## src/rtl/mips_multicycle_control.sv

```systemverilog
// Multicycle MIPS control unit: a single FSM sequences each instruction
// through fetch, decode, execute, memory and write-back. The datapath has
// one ALU and one unified memory. Outputs are decoded combinationally from
// the current state plus the handshake and flag inputs.
module mips_multicycle_control #(
  parameter int ALU_CTRL_W = 3,
  parameter bit ENABLE_BNE = 1'b1,
  parameter bit MEM_WAIT   = 1'b1
) (
  input  logic                  clk,
  input  logic                  rst,
  input  logic [5:0]            op_code,
  input  logic [5:0]            funct,
  input  logic                  zero_flag,
  input  logic                  mem_ready,
  output logic [ALU_CTRL_W-1:0] alu_control,
  output logic                  alu_src_a,
  output logic [1:0]            alu_src_b,
  output logic [1:0]            pc_src,
  output logic                  pc_en,
  output logic                  ir_w,
  output logic                  i_or_d,
  output logic                  mem_r,
  output logic                  mem_w,
  output logic                  reg_w,
  output logic                  reg_dest,
  output logic                  mem_to_reg,
  output logic [3:0]            state,
  output logic                  illegal_op
);

  localparam logic [3:0] S_FETCH   = 4'd0;
  localparam logic [3:0] S_DECODE  = 4'd1;
  localparam logic [3:0] S_MEMADR  = 4'd2;
  localparam logic [3:0] S_MEMRD   = 4'd3;
  localparam logic [3:0] S_MEMWB   = 4'd4;
  localparam logic [3:0] S_MEMWR   = 4'd5;
  localparam logic [3:0] S_EXECUTE = 4'd6;
  localparam logic [3:0] S_ALUWB   = 4'd7;
  localparam logic [3:0] S_BRANCH  = 4'd8;
  localparam logic [3:0] S_ADDIEX  = 4'd9;
  localparam logic [3:0] S_ADDIWB  = 4'd10;
  localparam logic [3:0] S_JUMP    = 4'd11;

  localparam logic [5:0] OP_RTYPE = 6'b000000;
  localparam logic [5:0] OP_LW    = 6'b100011;
  localparam logic [5:0] OP_SW    = 6'b101011;
  localparam logic [5:0] OP_BEQ   = 6'b000100;
  localparam logic [5:0] OP_BNE   = 6'b000101;
  localparam logic [5:0] OP_ADDI  = 6'b001000;
  localparam logic [5:0] OP_J     = 6'b000010;

  localparam logic [2:0] ALU_ADD = 3'b010;
  localparam logic [2:0] ALU_SUB = 3'b110;
  localparam logic [2:0] ALU_AND = 3'b000;
  localparam logic [2:0] ALU_OR  = 3'b001;
  localparam logic [2:0] ALU_SLT = 3'b111;

  logic [3:0] state_q;
  logic [3:0] state_d;
  logic       rdy;
  logic       is_beq;
  logic       is_bne;
  logic       funct_ok;
  logic [2:0] funct_alu;
  logic [2:0] alu3;

  // Maps an R-type funct field to {legal, ALU code}.
  function automatic logic [3:0] decode_funct(input logic [5:0] f);
    case (f)
      6'b100000: decode_funct = {1'b1, ALU_ADD};
      6'b100010: decode_funct = {1'b1, ALU_SUB};
      6'b100100: decode_funct = {1'b1, ALU_AND};
      6'b100101: decode_funct = {1'b1, ALU_OR};
      6'b101010: decode_funct = {1'b1, ALU_SLT};
      default:   decode_funct = 4'b0000;
    endcase
  endfunction

  // With MEM_WAIT disabled every memory access completes in one cycle.
  assign rdy    = MEM_WAIT ? mem_ready : 1'b1;
  assign is_beq = (op_code == OP_BEQ);
  assign is_bne = ENABLE_BNE && (op_code == OP_BNE);
  assign {funct_ok, funct_alu} = decode_funct(funct);

  assign state       = state_q;
  assign alu_control = ALU_CTRL_W'(alu3);

  // State register; reset abandons any instruction in flight.
  always_ff @(posedge clk or posedge rst) begin
    if (rst) state_q <= S_FETCH;
    else     state_q <= state_d;
  end

  // Per-state output decode and next-state selection.
  always_comb begin
    state_d    = S_FETCH;
    alu3       = 3'b000;
    alu_src_a  = 1'b0;
    alu_src_b  = 2'b00;
    pc_src     = 2'b00;
    pc_en      = 1'b0;
    ir_w       = 1'b0;
    i_or_d     = 1'b0;
    mem_r      = 1'b0;
    mem_w      = 1'b0;
    reg_w      = 1'b0;
    reg_dest   = 1'b0;
    mem_to_reg = 1'b0;
    illegal_op = 1'b0;
    case (state_q)
      S_FETCH: begin
        mem_r     = 1'b1;
        alu_src_b = 2'b01;
        alu3      = ALU_ADD;
        ir_w      = rdy;
        pc_en     = rdy;
        state_d   = rdy ? S_DECODE : S_FETCH;
      end
      S_DECODE: begin
        // ALU precomputes PC + (imm << 2) for a possible branch.
        alu_src_b = 2'b11;
        alu3      = ALU_ADD;
        if (op_code == OP_LW || op_code == OP_SW) state_d = S_MEMADR;
        else if (op_code == OP_RTYPE)             state_d = S_EXECUTE;
        else if (is_beq || is_bne)                state_d = S_BRANCH;
        else if (op_code == OP_ADDI)              state_d = S_ADDIEX;
        else if (op_code == OP_J)                 state_d = S_JUMP;
        else begin
          illegal_op = 1'b1;
          state_d    = S_FETCH;
        end
      end
      S_MEMADR: begin
        alu_src_a = 1'b1;
        alu_src_b = 2'b10;
        alu3      = ALU_ADD;
        state_d   = (op_code == OP_SW) ? S_MEMWR : S_MEMRD;
      end
      S_MEMRD: begin
        mem_r   = 1'b1;
        i_or_d  = 1'b1;
        state_d = rdy ? S_MEMWB : S_MEMRD;
      end
      S_MEMWB: begin
        reg_w      = 1'b1;
        mem_to_reg = 1'b1;
      end
      S_MEMWR: begin
        mem_w   = 1'b1;
        i_or_d  = 1'b1;
        state_d = rdy ? S_FETCH : S_MEMWR;
      end
      S_EXECUTE: begin
        alu_src_a = 1'b1;
        alu3      = funct_alu;
        if (funct_ok) state_d = S_ALUWB;
        else          illegal_op = 1'b1;
      end
      S_ALUWB: begin
        // funct is still held in the IR, so re-decoding keeps the code stable.
        alu3     = funct_alu;
        reg_w    = 1'b1;
        reg_dest = 1'b1;
      end
      S_BRANCH: begin
        alu_src_a = 1'b1;
        alu3      = ALU_SUB;
        pc_src    = 2'b01;
        pc_en     = (is_beq & zero_flag) | (is_bne & ~zero_flag);
      end
      S_ADDIEX: begin
        alu_src_a = 1'b1;
        alu_src_b = 2'b10;
        alu3      = ALU_ADD;
        state_d   = S_ADDIWB;
      end
      S_ADDIWB: reg_w = 1'b1;
      S_JUMP: begin
        pc_src = 2'b10;
        pc_en  = 1'b1;
      end
      default: state_d = S_FETCH;
    endcase
    // Block every architectural write while reset is asserted.
    if (rst) begin
      pc_en      = 1'b0;
      ir_w       = 1'b0;
      mem_r      = 1'b0;
      mem_w      = 1'b0;
      reg_w      = 1'b0;
      illegal_op = 1'b0;
    end
  end

endmodule

```

## config.mk

```make
export PLATFORM = sky130hd
export DESIGN_NAME = mips_multicycle_control
export DESIGN_NICKNAME = d
export VERILOG_FILES = /design/src/rtl/mips_multicycle_control.sv
export SDC_FILE = /design/constraint.sdc
export NUM_CORES = 1
export LEC_CHECK = 0
export ABC_CLOCK_PERIOD_IN_PS = 1550
export BUFFER_PORTS_ARGS = -buffer_cell sky130_fd_sc_hd__buf_2
export CAP_MARGIN = 20
export CORE_MARGIN = 2
export CORE_UTILIZATION = 38
export CTS_CLUSTER_SIZE = 14
export DETAILED_ROUTE_END_ITERATION = 16
export PLACE_DENSITY = 0.87
export SYNTH_ARGS = -nofsm -noshare
export SYNTH_HDL_FRONTEND = slang
export SYNTH_SLANG_ARGS = --single-unit
```

## constraint.sdc

```tcl
create_clock -name clk -period 1.55 [get_ports clk]
set_input_delay 0.0775 -clock clk [delete_from_list [all_inputs] [get_ports clk]]
set_output_delay 0.0775 -clock clk [all_outputs]
set_load 0.05 [all_outputs]
```

==> metrics.md, run 1 <==
| Metric | Value |
|---|---|
| Status | finished, violations left |
| Failing checks | negative setup slack |
| Vias in the first global route | 1104 |
| Yosys warns | 0 |
| FP Rows | 14 |
| Sequential fraction of the synthesis area | 0.163 |
| Number of flops mapped to enable cells by yosys | 0 |
| Clk_skew | 0.00213 ns |
| Tot GR Track Use | 0.394 |
| First-pass GRT wire length | 5.46 mm |
| Util after Layout | 0.915 |
| CP required | 1.47 ns |
| Worst R2R Path Depth | 5 |
| Most common cell after layout, fill and taps aside | buf_4 |
| Crit share post-route | 1.28 |
| Placed Area | 1060 um^2 |
| Pin count of the biggest net entering global routing | 9 |
| Asr flop ratio synth | 1.00 |
| Initial antenna violation count | 0 |
| Fin Setup TNS | -1.91 ns |
| Main flop type after synthesis | dfrtp_1 |
| DR iter-0 viols | 34 |
| Vias | 1100 |
| GP Congestion | 0.906 |
| Max Freq | 0.506 GHz |
| H-tree depth reported by CTS | 1 |
| Clock Tree Buf Depth | 2 |
| TritonCTS clock tree | built |
| Routed WL | 3.60 mm |
| Critical-path maximum fanout | 2 |
| Setup CP Type | reg -> out |
| Worst path arrival time | 1.90 ns |
| Startpoint Class | flop |
| Reg-to-reg startpoint | state[0] |
| Die Y | 44.2 um |
| Die Area | 1950 um^2 |
| Routed Antenna Nets | 0 |
| Pre-Repair DR Iteration Count | 4 |
| Inserted Clock Buffers | 3 |
| RSZ-0062 raised after global routing | yes |
| Sequential Area | 105 um^2 |
| CTS root buffer | clkbuf_4 |
| Core region area | 1510 um^2 |
| Final Cell Area | 1380 um^2 |
| Initial Utilization | 0.407 |
| Clk sink count | 4 |
| Static leakage | 0.633 nW |
| Fill cells | 65 |
| Synth-to-Final Area Change | 125% |
| Max_cap viols | 0 |
| Worst-margin pin slew | 0.437 ns |
| Footprint of the multi-input gates | 678 um^2 |
| Gr ovfl total | 0 |
| Crit path time final | 1.98 ns |
| Diodes inserted | 0 |
| DR WL/cell | 20.8 um |
| Max reg flops | 4 |
| Worst setup margin | -0.427 ns |
| Highest ir drop seen on vdd | 1.34 mV |
| Count of final setup violators | 11 |
| Worst Hold Class | in -> reg |
| Buffers on Ports | 36 |
| Final hold violations | 0 |
| Pwr Total | 2.33 mW |
| Io pins | 37 |
| Pre-CTS worst setup slack | -0.233 ns |
| Reg2reg end | state[2] |
| Mapped Cells | 93 |
| Slew margin rel. | 0.706 |
| Power Density | 1690 nW/um^2 |
| Die width | 44.2 um |
| Critical path capture point | alu_control[1] |
| R2R setup slack | -0.11 ns |
| DRC | 0 |
| Dpl hpwl | 1.93 mm |
| Final nets | 175 |
| Post-Syn Nets | 109 |
| Worst-skew pair later-pin latency | 0.25 ns |
| Critical Path End Type | output port |
| Setup crit start | state[3] |
| Synth cell types | 35 |
| Vias per cell | 6.36 |
| Syn_area_per_cell | 6.59 um^2 |
| Worst-path clk slew | 0.04 ns |
| Final slew viol count | 0 |
| Most frequent cells in the layout | 22 x buf_4, 21 x buf_2, 20 x buf_6 |
| Synthesized flop and latch total | 4 |
| Fraction of layout cells with a size suffix above 1 | 0.682 |
| Synth Cell Area | 613 um^2 |
[critical path, cell delays in order (launching register included)]
cell	delay, ns
dfrtp_2	0.39
nand2b_4	0.14
or3_4	0.37
or4_4	0.50
o21ai_4	0.07
buf_6	0.17
[kinds of logic (layout without fill, tap and decap cells)]
kind of cell	Yosys count	count (layout)	share of synthesized area
and+or+nand+nor	54	54	0.473
AOI/OAI and AO/OA	21	21	0.218
buffers and inverters	9	73	0.0673
DFF	4	4	0.163
xor gates and xnor gates	3	3	0.0429
muxes	2	2	0.0347
[cell type report]
class,instances,area share
multi-input cells,80,0.492
repair buffers,66,0.388
flip-flops and latches,4,0.0762
clock buffers,3,0.0163
well taps,16,0.0145
inverters,4,0.0127
[where the power goes]
group	switching, mW	total, mW	internal, mW
clock	0.0577	0.145	0.0876
combinational	1.21	2.01	0.796
sequential	0.0403	0.182	0.141
total	1.31	2.33	1.03
[how the worst min path moves through the flow]
stage | from | endpoint | depth (start not counted)
2_1_floorplan | rst | state[0] | 2
3_3_place_gp | rst | state[0] | 2
6_report | op_code[2] | state[3] | 3
3_5_place_dp | rst | state[0] | 2
5_1_grt | op_code[2] | state[3] | 3
4_1_cts | op_code[4] | state[3] | 4
[what timing repair did]
item                       CTS  global route
hold buffers                 1             0
gates resized for setup     55            10
hold endpoints to repair     4             0
setup endpoints to repair   15            18
setup buffers               13             3
cloned                       0             0
pin swaps                    8            10
[cell usage after synthesis, types with 2 or more instances]
| cell type | n | share of area |
|---|---|---|
| o21ai_1 | 4 | 0.033 |
| a211oi_1 | 2 | 0.024 |
| nand2_1 | 9 | 0.055 |
| dfrtp_1 | 4 | 0.16 |
| nor4_1 | 5 | 0.051 |
| and3_1 | 3 | 0.031 |
| clkbuf_1 | 4 | 0.024 |
| inv_1 | 3 | 0.018 |
| o21ai_0 | 4 | 0.033 |
| nor2_1 | 14 | 0.086 |
| a31oi_1 | 4 | 0.041 |
| xor2_1 | 2 | 0.029 |
| nor2b_1 | 2 | 0.020 |
| nor3_1 | 7 | 0.057 |
| a21oi_1 | 2 | 0.016 |
| nand2b_1 | 5 | 0.051 |
[routing by layer]
metal	vias up	routed length [um]	track usage	share of wire
met1	530	1370	0.411	0.38
met2	82	1840	0.729	0.51
met4	0	144	0.206	0.040
li1	472	-	-	-
met3	16	241	0.0816	0.067
met5	-	0	0	0
[per-stage QoR]
step / instances / hold slack [ns]
floorplan: 93 / 0.233
global placement: 159 / 0.133
detailed placement: 159 / 0.138
CTS: 174 / 0.198
global route: 173 / 0.207
finish: 173 / 0.209
No activity file was read; power rests on OpenSTA's default activity.
==> inputs of run 2 (changes only) <==
BUFFER_PORTS_ARGS = -buffer_cell sky130_fd_sc_hd__buf_4   (was -buffer_cell sky130_fd_sc_hd__buf_2)
CORE_MARGIN = unset   (was 2)
REMOVE_ABC_BUFFERS = 1   (was unset)
==> metrics.md, run 2 (synthesis gave the netlist of run 1 again) <==
| Metric | Value |
|---|---|
| Crit share post-route | 1.25 (-0.0247) |
| Vias | 924 (-16%) |
| DR WL/cell | 16.2 um (-22%) |
| CP required | 1.47 ns (about the same) |
| Worst-skew pair later-pin latency | 0.25 ns (about the same) |
| Util after Layout | 0.732 (-0.184) |
| Routed Antenna Nets | 0 (unchanged) |
| Setup CP Type | reg -> out |
| Max_cap viols | 0 (unchanged) |
| Static leakage | 0.495 nW (-22%) |
| GRT met1 Usage | 0.373 (-0.0381) |
| Initial antenna violation count | 0 (unchanged) |
| TritonCTS clock tree | built |
| Dpl hpwl | 1.68 mm (-13%) |
| Crit path time final | 1.94 ns (-0.0382 ns) |
| Clock Tree Buf Depth | 2 (unchanged) |
| GP Congestion | 0.933 (+3.0%) |
| Core region area | 1510 um^2 (unchanged) |
| Critical Path End Type | output port |
| Die Y | 42.2 um (-4.5%) |
| Post-CTS Setup Inserts | 0 (-13) |
| Pin count of the biggest net entering global routing | 15 (+6) |
| First-pass GRT wire length | 3.95 mm (-28%) |
| Worst setup margin | -0.388 ns (+0.0382 ns) |
| Max reg flops | 4 (unchanged) |
| DR iter-0 viols | 26 (-24%) |
| H-tree depth reported by CTS | 1 (unchanged) |
| Pre-CTS worst setup slack | -0.141 ns (+0.0916 ns) |
| Hold WS | 0.200 ns (-0.00870 ns) |
| Clk_skew | 0.00394 ns (+0.00182 ns) |
| Startpoint Class | flop |
| Vias per cell | 5.89 (-7.4%) |
| RSZ-0062 raised after global routing | yes |
| Non-Filler Instances | 157 (-9.2%) |
| Worst R2R Path Depth | 4 (-1) |
| Critical-path maximum fanout | 2 (unchanged) |
| Power Density | 1620 nW/um^2 (-4.2%) |
| Clk sink count | 4 (unchanged) |
| Max Freq | 0.516 GHz (+2.0%) |
| Fraction of layout cells with a size suffix above 1 | 0.482 (-0.199) |
| Endpoint, Worst Hold | state[3] |
| Slew margin rel. | 0.734 (+0.0288) |
| Most frequent cells in the layout | 40 x buf_4, 12 x nor2_1, 9 x nand2_1 |
| Hold path cells | 4 (+1) |
| Busiest grt layer | met2 |
| Final hold violations | 0 (unchanged) |
| Most common cell after layout, fill and taps aside | buf_4 |
| Die width | 42.2 um (-4.5%) |
| Highest ir drop seen on vdd | 0.783 mV (-42%) |
| Io pins | 37 (unchanged) |
| DRC | 0 (unchanged) |
| Final nets | 159 (-9.1%) |
| Min-delay src | op_code[4] |
| Failing checks | negative setup slack |
| Initial Utilization | 0.407 (unchanged) |
| Worst path arrival time | 1.86 ns (-0.04 ns) |
| Die Area | 1780 um^2 (-8.9%) |
| Gr ovfl total | 0 (unchanged) |
| CTS root buffer | clkbuf_4 |
| Reg-to-reg startpoint | state[2] |
| Worst Hold Class | in -> reg |
| Worst-margin pin slew | 0.395 ns (-0.0428 ns) |
| Reg2reg end | state[2] |
| Final slew viol count | 0 (unchanged) |
| Routed WL | 2.54 mm (-29%) |
| Count of final setup violators | 13 (+2) |
| Placed cell count | 153 (-3.8%) |
| Buffers on Ports | 36 (unchanged) |
| Vias in the first global route | 867 (-21%) |
| Diodes inserted | 0 (unchanged) |
| Worst-path clk slew | 0.04 ns (about the same) |
| Synth-to-Final Area Change | 79.8% |
| Met2 track demand over resource | 0.486 (-0.243) |
| Inserted Clock Buffers | 3 (unchanged) |
| R2R setup slack | 0.11 ns (+0.22 ns) |
| Tot GR Track Use | 0.297 (-0.0970) |
| Pre-Repair DR Iteration Count | 4 (unchanged) |
| GR Util met3 | 0.0517 (-0.0299) |
| Pwr Total | 1.79 mW (-23%) |
| FP Rows | 14 (unchanged) |
| Status | finished, violations left |
-- run 2: worst max path at each step --
stage / start / end / slack (ns) / depth (start not counted)
2_1_floorplan: state[1] / illegal_op / -1.24 / 2
3_3_place_gp: state[3] / alu_control[1] / -0.13 / 5
3_5_place_dp: state[3] / alu_control[1] / -0.14 / 5
4_1_cts: state[3] / alu_control[1] / -0.39 / 5
5_1_grt: state[3] / alu_control[1] / -0.43 / 5
6_report: state[3] / alu_control[1] / -0.39 / 5
-- run 2: area by class of cell --
cell class	count	area [um^2]
Sequential cell	4	101
Timing Repair Buffer	50	415
Tap cell	16	20.0
Multi-Input combinational cell	80	528
Clock buffer	3	22.5
Fill cell	113	404
Inverter	4	15.0
-- run 2: power breakdown --
part / total (mW) / internal [mW] / leakage [nW] / switching [mW]
combinational: 1.47 / 0.524 / 0.429 / 0.943
sequential: 0.181 / 0.138 / 0.0521 / 0.0427
clock: 0.138 / 0.0872 / 0.0138 / 0.0510
-- run 2: layer usage --
metal,part of all wire,vias up
li1,-,440
met1,0.41,427
met2,0.51,48
met3,0.058,9
met4,0.023,0
met5,0,-
-- run 2: critical path, cell delays in order, from the launching register on --
cell and delay (ns):
dfrtp_1 0.37, nand2b_4 0.14, or3_4 0.36, or4_4 0.49, o21ai_2 0.08, buf_6 0.17
-- run 2: through the flow --
step,setup TNS [ns],cell area [um^2]
finish,-1.69,1100
global route,-2.58,1100
CTS,-1.54,1070
detailed placement,-0.195,975
global placement,-0.140,975
floorplan,-8.84,587
-- run 2: timing repair --
| item | in CTS | in global routing |
|---|---|---|
| endpoints found under the hold margin | 4 | 0 |
| hold buffers | 1 | 0 |
| endpoints found under the setup margin | 12 | 14 |
| gates cloned | 0 | 0 |
| pin swaps | 1 | 0 |
| gates resized for setup | 14 | 10 |
==> inputs of run 3 (changes only) <==
RECOVER_POWER = 25   (was unset)
==> metrics.md, run 3 (synthesis gave the netlist of run 1 again) <==
| Metric | Value |
|---|---|
| Status | finished, violations left |
| Failing checks | negative setup slack |
| Critical-path maximum fanout | 2 (unchanged) |
| H-tree depth reported by CTS | 1 (unchanged) |
| CP required | 1.47 ns (about the same) |
| Routed Antenna Nets | 0 (unchanged) |
| Worst setup margin | -0.388 ns (+0.000116 ns) |
| Pre-CTS worst setup slack | -0.141 ns (unchanged) |
| TritonCTS clock tree | built |
| Pin count of the biggest net entering global routing | 15 (unchanged) |
| Worst Hold Class | in -> reg |
| Slew margin rel. | 0.635 (-0.0991) |
| Static leakage | 0.491 nW (-0.73%) |
| DRC | 0 (unchanged) |
| Clock Tree Buf Depth | 2 (unchanged) |
| Fin Setup TNS | -1.70 ns (-0.00765 ns) |
| Util after Layout | 0.729 (-0.00249) |
| Count of final setup violators | 13 (unchanged) |
| Power Density | 1630 nW/um^2 (+0.25%) |
| Initial Utilization | 0.407 (unchanged) |
| Final slew viol count | 0 (unchanged) |
| Worst-margin pin slew | 0.547 ns (+0.152 ns) |
| Die Y | 42.2 um (unchanged) |
| Dpl hpwl | 1.68 mm (unchanged) |
| Vias per cell | 5.89 (unchanged) |
| Crit share post-route | 1.25 (about the same) |
| First-pass GRT wire length | 3.95 mm (unchanged) |
| Diodes inserted | 0 (unchanged) |
| R2R setup slack | 0.11 ns (about the same) |
| Die width | 42.2 um (unchanged) |
| Gr ovfl total | 0 (unchanged) |
| DR iter-0 viols | 26 (unchanged) |
| Vias | 924 (unchanged) |
| Fraction of layout cells with a size suffix above 1 | 0.475 (-0.00709) |
| Worst-skew pair later-pin latency | 0.25 ns (about the same) |
| Tot GR Track Use | 0.297 (unchanged) |
| Startpoint Class | flop |
| Worst-path clk slew | 0.04 ns (about the same) |
| Pre-Repair DR Iteration Count | 4 (unchanged) |
| Max_cap viols | 0 (unchanged) |
| Highest ir drop seen on vdd | 0.782 mV (about the same) |
| Setup CP Type | reg -> out |
| Max Freq | 0.516 GHz (about the same) |
| Most frequent cells in the layout | 39 x buf_4, 12 x nor2_1, 9 x nand2_1 |
| Final nets | 159 (unchanged) |
| Buffers on Ports | 36 (unchanged) |
| Core region area | 1510 um^2 (unchanged) |
| Clk_skew | 0.00397 ns (+0.0000310 ns) |
| Hold WS | 0.200 ns (+0.000112 ns) |
| RSZ-0062 raised after global routing | yes |
| GP Congestion | 0.933 (unchanged) |
| Max reg flops | 4 (unchanged) |
| Initial antenna violation count | 0 (unchanged) |
| Worst path arrival time | 1.86 ns (about the same) |
| Clk sink count | 4 (unchanged) |
| Post-CTS Setup Inserts | 0 (unchanged) |
| Inserted Clock Buffers | 3 (unchanged) |
| Die Area | 1780 um^2 (unchanged) |
| CTS root buffer | clkbuf_4 |
| FP Rows | 14 (unchanged) |
| DR WL/cell | 16.2 um (about the same) |
| Critical Path End Type | output port |
| Crit path time final | 1.94 ns (-0.000116 ns) |
| Vias in the first global route | 867 (unchanged) |
| Pwr Total | 1.79 mW (about the same) |
| Routed WL | 2.54 mm (about the same) |
| Synth-to-Final Area Change | 79.2% |
| Final hold violations | 0 (unchanged) |
| Io pins | 37 (unchanged) |
| Most common cell after layout, fill and taps aside | buf_4 |
[run 3: power by group]
group	internal [mW]	switching, mW	leakage, nW
clock	0.0871	0.0509	0.0138
sequential	0.138	0.0427	0.0521
combinational	0.523	0.943	0.425
total	0.748	1.04	0.491
[run 3: stage by stage]
step                cells  cell area (um^2)
floorplan              88               587
finish                157              1100
global route          157              1100
CTS                   157              1070
global placement      153               975
detailed placement    153               975
[run 3: timing repair]
action                                 in CTS  in global routing
endpoints found under the hold margin       4                  0
pin swaps                                   1                  0
setup endpoints to repair                  12                 14
hold buffers                                1                  0
gates resized for setup                    14                 10
[run 3: layout make-up]
class	count	area, um^2
Multi-Input combinational cell	80	528
Timing Repair Buffer	50	412
Fill cell	115	408
Sequential cell	4	101
Clock buffer	3	22.5
Tap cell	16	20.0
Inverter	4	15.0
[run 3: path summary, 6_finish.rpt]
path | from | end | cells past startpoint
setup / recovery | state[3] | alu_control[1] | 5
min in group asynchronous | rst | state[1] | 3
max in group asynchronous | rst | state[0] | 3
setup reg to reg | state[2] | state[2] | 4
hold / removal | op_code[4] | state[3] | 4
hold reg to reg | state[2] | state[3] | 2
[run 3: critical path, stage by stage, from the launching register on]
cell and delay (ns):
dfrtp_1 0.37, nand2b_4 0.14, or3_4 0.36, or4_4 0.49
o21ai_2 0.08, buf_6 0.17
[run 3: per-layer routing]
metal | track usage | part of all wire | up-vias
met5 | 0 | 0 | -
met1 | 0.373 | 0.41 | 427
met3 | 0.0517 | 0.058 | 9
met4 | 0.144 | 0.023 | 0
li1 | - | - | 440
met2 | 0.486 | 0.51 | 48
